`src/rtl/nerv_mem_arbiter.sv`:
```
// =============================================================================
// Module      : nerv_mem_arbiter
// Description : Sequences the nerv core's data access and instruction fetch
//               over one variable-latency memory port, stalling the core
//               between steps. Optional fetch buffer: NERV_ARB_IBUF_EN.
// Revision    : 1.0 - initial release
// =============================================================================
`timescale 1ns/1ps
`default_nettype none

module nerv_mem_arbiter #(
    parameter int MAX_WAIT = 255
) (
    input  logic        clock,
    input  logic        resetn,
    output logic        stall,
    input  logic [31:0] imem_addr,
    output logic [31:0] imem_data,
    input  logic        dmem_valid,
    input  logic [31:0] dmem_addr,
    input  logic [3:0]  dmem_wstrb,
    input  logic [31:0] dmem_wdata,
    output logic [31:0] dmem_rdata,
    output logic        mem_valid,
    output logic [31:0] mem_addr,
    output logic [3:0]  mem_wstrb,
    output logic [31:0] mem_wdata,
    input  logic        mem_ready,
    input  logic [31:0] mem_rdata,
    output logic        err
);

    localparam logic [15:0] c_wait_last = 16'(MAX_WAIT - 1);

    typedef enum logic [1:0] {
        S_CAPTURE = 2'd0,
        S_DATA    = 2'd1,
        S_FETCH   = 2'd2,
        S_RELEASE = 2'd3
    } state_t;

    state_t      state_q, state_d;
    logic [29:0] iaddr_q, iaddr_d;
    logic        mem_valid_q, mem_valid_d;
    logic [31:0] mem_addr_q, mem_addr_d;
    logic [3:0]  mem_wstrb_q, mem_wstrb_d;
    logic [31:0] mem_wdata_q, mem_wdata_d;
    logic [31:0] imem_data_q, imem_data_d;
    logic [31:0] dmem_rdata_q, dmem_rdata_d;
    logic        err_q, err_d;
    logic [15:0] wait_q, wait_d;

    logic        w_ack, w_tmo, w_xfer_end;
    logic [31:0] w_rdata;
    logic        w_hit_new, w_hit_cur;
    logic        w_unused;

    assign w_ack      = mem_valid_q && mem_ready;
    assign w_tmo      = mem_valid_q && !mem_ready && (wait_q == c_wait_last);
    assign w_xfer_end = w_ack || w_tmo;
    assign w_rdata    = w_ack ? mem_rdata : 32'h0;
    assign w_unused   = ^{imem_addr[1:0], dmem_addr[1:0]};

`ifdef NERV_ARB_IBUF_EN
    logic [29:0] tag_q, tag_d;
    logic        tag_vld_q, tag_vld_d;
    logic        w_wr_clear;

    // A write completing to the buffered word must invalidate it before the
    // same step decides whether its fetch can be skipped.
    assign w_wr_clear = (mem_wstrb_q != 4'h0) && (mem_addr_q[31:2] == tag_q);
    assign w_hit_new  = tag_vld_q && (imem_addr[31:2] == tag_q);
    assign w_hit_cur  = tag_vld_q && !w_wr_clear && (iaddr_q == tag_q);

    always_comb begin
        tag_d     = tag_q;
        tag_vld_d = tag_vld_q;
        if (w_xfer_end && state_q == S_DATA && w_wr_clear) begin
            tag_vld_d = 1'b0;
        end
        if (w_xfer_end && state_q == S_FETCH) begin
            tag_d     = iaddr_q;
            tag_vld_d = w_ack;
        end
    end

    always_ff @(posedge clock or negedge resetn) begin
        if (!resetn) begin
            tag_q     <= 30'h0;
            tag_vld_q <= 1'b0;
        end else begin
            tag_q     <= tag_d;
            tag_vld_q <= tag_vld_d;
        end
    end
`else
    assign w_hit_new = 1'b0;
    assign w_hit_cur = 1'b0;
`endif

    always_comb begin
        state_d      = state_q;
        iaddr_d      = iaddr_q;
        mem_valid_d  = mem_valid_q;
        mem_addr_d   = mem_addr_q;
        mem_wstrb_d  = mem_wstrb_q;
        mem_wdata_d  = mem_wdata_q;
        imem_data_d  = imem_data_q;
        dmem_rdata_d = dmem_rdata_q;
        err_d        = err_q || w_tmo;
        wait_d       = wait_q;

        if (w_xfer_end) begin
            wait_d = 16'h0;
        end else if (mem_valid_q && !mem_ready) begin
            wait_d = wait_q + 16'h1;
        end

        case (state_q)
            S_CAPTURE, S_RELEASE: begin
                iaddr_d = imem_addr[31:2];
                if (dmem_valid) begin
                    state_d     = S_DATA;
                    mem_valid_d = 1'b1;
                    mem_addr_d  = {dmem_addr[31:2], 2'b00};
                    mem_wstrb_d = dmem_wstrb;
                    mem_wdata_d = dmem_wdata;
                end else if (w_hit_new) begin
                    state_d = S_RELEASE;
                end else begin
                    state_d     = S_FETCH;
                    mem_valid_d = 1'b1;
                    mem_addr_d  = {imem_addr[31:2], 2'b00};
                    mem_wstrb_d = 4'h0;
                    mem_wdata_d = 32'h0;
                end
            end
            S_DATA: begin
                if (w_xfer_end) begin
                    mem_valid_d = 1'b0;
                    if (mem_wstrb_q == 4'h0) begin
                        dmem_rdata_d = w_rdata;
                    end
                    if (w_hit_cur) begin
                        state_d = S_RELEASE;
                    end else begin
                        // Back-to-back fetch: the data transfer has ended, so
                        // the fetch is a fresh request in the following cycle.
                        state_d     = S_FETCH;
                        mem_valid_d = 1'b1;
                        mem_addr_d  = {iaddr_q, 2'b00};
                        mem_wstrb_d = 4'h0;
                        mem_wdata_d = 32'h0;
                    end
                end
            end
            S_FETCH: begin
                if (w_xfer_end) begin
                    mem_valid_d = 1'b0;
                    imem_data_d = w_rdata;
                    state_d     = S_RELEASE;
                end
            end
            default: begin
                state_d = S_CAPTURE;
            end
        endcase
    end

    always_ff @(posedge clock or negedge resetn) begin
        if (!resetn) begin
            state_q      <= S_CAPTURE;
            iaddr_q      <= 30'h0;
            mem_valid_q  <= 1'b0;
            mem_addr_q   <= 32'h0;
            mem_wstrb_q  <= 4'h0;
            mem_wdata_q  <= 32'h0;
            imem_data_q  <= 32'h0;
            dmem_rdata_q <= 32'h0;
            err_q        <= 1'b0;
            wait_q       <= 16'h0;
        end else begin
            state_q      <= state_d;
            iaddr_q      <= iaddr_d;
            mem_valid_q  <= mem_valid_d;
            mem_addr_q   <= mem_addr_d;
            mem_wstrb_q  <= mem_wstrb_d;
            mem_wdata_q  <= mem_wdata_d;
            imem_data_q  <= imem_data_d;
            dmem_rdata_q <= dmem_rdata_d;
            err_q        <= err_d;
            wait_q       <= wait_d;
        end
    end

    assign stall      = (state_q != S_RELEASE);
    assign imem_data  = imem_data_q;
    assign dmem_rdata = dmem_rdata_q;
    assign mem_valid  = mem_valid_q;
    assign mem_addr   = mem_addr_q;
    assign mem_wstrb  = mem_wstrb_q;
    assign mem_wdata  = mem_wdata_q;
    assign err        = err_q;

endmodule

`default_nettype wire
```
`config.mk`:
```
export PLATFORM = sky130hd
export DESIGN_NAME = nerv_mem_arbiter
export DESIGN_NICKNAME = d
export VERILOG_FILES = /design/src/rtl/nerv_mem_arbiter.sv
export SDC_FILE = /design/constraint.sdc
export NUM_CORES = 1
export LEC_CHECK = 0
export BUFFER_PORTS_ARGS = -buffer_cell sky130_fd_sc_hd__buf_2
export CORE_UTILIZATION = 57
export CTS_BUF_LIST = sky130_fd_sc_hd__clkbuf_8
export DETAILED_ROUTE_END_ITERATION = 10
export HOLD_SLACK_MARGIN = 0.15
export PLACE_DENSITY_LB_ADDON = 0.3
export SETUP_SLACK_MARGIN = 0.2
export SLEW_MARGIN = 20
export SYNTH_ARGS = -nofsm -noshare
export SYNTH_HDL_FRONTEND = slang
export SYNTH_SLANG_ARGS = --single-unit
```
`constraint.sdc`:
```
create_clock -name clock -period 6.2 [get_ports clock]
set_clock_uncertainty 0.05 [all_clocks]
set_input_delay 0.31 -clock clock [delete_from_list [all_inputs] [get_ports clock]]
set_output_delay 0.31 -clock clock [all_outputs]
set_load 0.01 [all_outputs]
```
==> impl_metrics.py <==
metrics = {
    "status": {
        "status": "completed",
    },
    "yosys": {
        "synth_top_cell_area_share": 0.531,
        "ys_seq_elements": 180,
        "ys.warnings.count": 0,
        "synthTopCellsByArea": "dfrtp_1 (53%), a22o_1 (6.6%), mux2_2 (4.1%)",
        "ys_seq_area_frac": 0.531,
        "syn_area_sq_um": 8490,
        "synthCells": 800,
        "syn-mean-instance-area_sq_um": 10.6,
        "synth_cell_type_count": 42,
        "synth_largest_area_cell": "dfrtp_1",
    },
    "setup_path": {
        "worstPathArrival_ns": 3.32,
        "crit_required_ns": 6.49,
        "cp-start-kind": "flop",
        "cp_max_fo": 59,
        "critPathKind": "flop to flop",
        "crit_path_end_kind": "flop",
    },
    "cells_and_area": {
        "n_antenna_cell": 0,
        "final-seq-area_sq_um": 4500,
        "multiInputGateArea_sq_um": 3660,
        "final_area_sq_um": 11300,
        "drive_gt1_frac": 0.308,
        "areaGrowthSynthToFinish_pct": 33.2,
        "nets": 1260,
        "filler_cell_count": 896,
        "fin_util": 0.778,
    },
    "global_routing": {
        "gr-total-overflow": 0,
        "track_usage": 0.318,
        "grt_pass1_wl_mm": 37.8,
        "grt_pass1_vias": 7614,
        "antenna_found_initial": 0,
        "grt_max_degree": 109,
    },
    "floorplanning": {
        "core_sq_um": 14500,
        "fp.dieH_microns": 124,
        "die_area_sq_um": 15400,
        "initial_utilization": 0.584,
        "row_count": 44,
        "io-pin-count": 271,
        "die_w_microns": 124,
    },
    "timing": {
        "finalCriticalPeriod_ns": 3.03,
        "hold_violations": 0,
        "fin_setup_tns_ns": 0,
        "max_slew_margin": 0.352,
        "max_freq_mhz": 330,
        "worst_pin_slew_ns": 0.963,
        "final-setup-viol-count": 0,
        "slew_violations": 0,
        "min_period_over_period": 0.488,
        "rsz0062_at_grt": "false",
    },
    "cts": {
        "clockBufferDepth": 2,
        "cts_setup_buffers": 0,
        "ctsHtreeMaxLevel": 4,
        "clkSlewWorstSetupHoldPaths_ns": 0.09,
        "hold_buffers": 99,
        "root_buffer": "clkbuf_8",
        "clock_latency_ns": 0.45,
        "numCtsBuffers": 17,
        "postCtsResizedCells": 0,
        "cts_tree": "yes",
        "clock-sinks": 180,
    },
    "job": {
        "drv_cap": 0,
    },
    "power": {
        "switchingPower_mw": 0.501,
        "vdd_drop_max_mv": 0.131,
        "p_leak_nw": 5.63,
        "seqPwrFrac": 0.531,
        "clkPwrFrac": 0.402,
        "power.internal_mw": 1.71,
        "switching_share": 0.227,
        "pwr-share-comb": 0.068,
        "powerDensity_nw_per_um2": 196,
    },
    "placed_design": {
        "gp_congestion": 0.781,
        "dp_hpwl_mm": 13.7,
        "port_buffers": 264,
        "placed_cell_area_sq_um": 9840,
    },
    "routing": {
        "wl_mm": 24.7,
        "post-route-drc-count": 0,
        "wl_per_cell_microns": 18.8,
        "drtPass1Iterations": 5,
        "vias_per_cell": 6.03,
        "drt_iter0_markers": 717,
        "ant_nets": 0,
        "vias": 7938,
    },
    "hold_path": {
        "hold_path_class": "primary input to flop",
    },
}
critical path: stages, from the launching register on:
cell and delay, ns:
dfrtp_1 0.60, nor4b_2 0.38, nand3_2 0.21, o21ai_4 0.17, buf_4 0.54, nand2_2 0.57
a22o_1 0.38
through the flow:
step                      setup slack, ns  hold WS (ns)  instances  total power, mW
after floorplan                      4.13       -0.0356        801             1.22
after global placement               3.26         0.419       1184             1.29
after detailed placement             3.22         0.426       1184             1.29
after CTS                            3.17         0.236       1315             2.22
after global routing                 3.00         0.249       1316             2.29
final                                3.17         0.251       1316             2.21
state kept, by name, summed over array words and instances (netlist names):
signal / flops
err: 1
iaddr_q: 30
mem_valid: 1
state_q: 2
imem_data: 32
dmem_rdata: 32
wait_q: 16
mem_wdata: 32
mem_wstrb: 4
mem_addr: 30
per-layer routing:
layer	wire [microns]	vias to the layer above	GRT usage
met5	0	-	0
met4	592	0	0.121
met3	1920	56	0.0682
met2	12200	368	0.536
met1	9970	3924	0.400
li1	-	3590	-
layout by cell type (no fill, tap or decap), drive strengths merged, types with 2 or more instances in the layout:
cell type and n:
mux2 31, nor3 5, xor2 9, clkinvlp 3, bufinv 4, mux2i 31, and3 6, nand2 41
a31oi 37, conb 2, xnor2 4, buf 276, o21ai 34, ha 5, o22ai 36, or3 2
dlygate4sd3 99, clkinv 2, nand3 8, nand4 6, inv 12, a21oi 31, a22oi 30, nor2b 36
nor2 80, clkbuf 18, nor4 2, a22o 64, dfrtp 180, a221oi 30
cells by family after synthesis:
logic type / count (synthesis) / synth area share
compound gates: 267 / 0.222
other cells: 1 / 0.000442
simple gates: 189 / 0.106
mux: 62 / 0.0777
buf+inv: 83 / 0.0425
xor+xnor: 13 / 0.0134
flops: 180 / 0.531
fa+ha+maj: 5 / 0.00737
path summary, 6_finish.rpt:
kind	from	end	slack, ns	cells past startpoint
max in group asynchronous	resetn	mem_wstrb[1]$_DFFE_PN0P_	4.08	3
worst min-delay path	mem_ready	err$_DFF_PN0_	0.25	4
worst min register to register	err$_DFF_PN0_	err$_DFF_PN0_	0.45	1
min in group asynchronous	resetn	imem_data[10]$_DFFE_PN0P_	0.47	2
worst max register to register	mem_valid$_DFFE_PN0P_	imem_data[6]$_DFFE_PN0P_	3.17	6
worst max-delay path	mem_valid$_DFFE_PN0P_	imem_data[6]$_DFFE_PN0P_	3.17	6
synth_stat cells, drive strengths merged:
| master | count |
|---|---|
| a22o | 64 |
| nand3b | 1 |
| o21bai | 1 |
| or3 | 2 |
| ha | 5 |
| nand4 | 6 |
| xnor2 | 4 |
| mux2 | 31 |
| dfrtp | 180 |
| a21boi | 1 |
| buf | 30 |
| a21oi | 31 |
| mux2i | 31 |
| nor4b | 1 |
| and2 | 1 |
| inv | 7 |
| nor4 | 2 |
| a22oi | 30 |
| o211a | 1 |
| nand3 | 8 |
| conb | 1 |
| nand2 | 41 |
| o22ai | 36 |
| nor3 | 5 |
| xor2 | 9 |
| nor2b | 36 |
| a221oi | 30 |
| o21ai | 34 |
| a211o | 1 |
| a31oi | 37 |
| and3 | 6 |
| nor2 | 80 |
| clkbuf | 46 |
| a21o | 1 |
final cells by class:
class | instances | share of cell area
Clock buffer | 18 | 0.0219
Clock inverter | 14 | 0.0176
Inverter | 7 | 0.00233
Multi-Input combinational cell | 538 | 0.324
Sequential cell | 180 | 0.399
Tap cell | 184 | 0.0204
Timing Repair Buffer | 375 | 0.215
power groups by stage:
stage / Combinational, mW / Sequential (mW) / Clock [mW]
after floorplan: 0.0224 / 1.20 / 0
after global placement: 0.0954 / 1.20 / 0
after detailed placement: 0.0966 / 1.20 / 0
after CTS: 0.146 / 1.17 / 0.900
after global routing: 0.163 / 1.17 / 0.950
final: 0.149 / 1.17 / 0.888
Power figures use the tool's default switching activity.
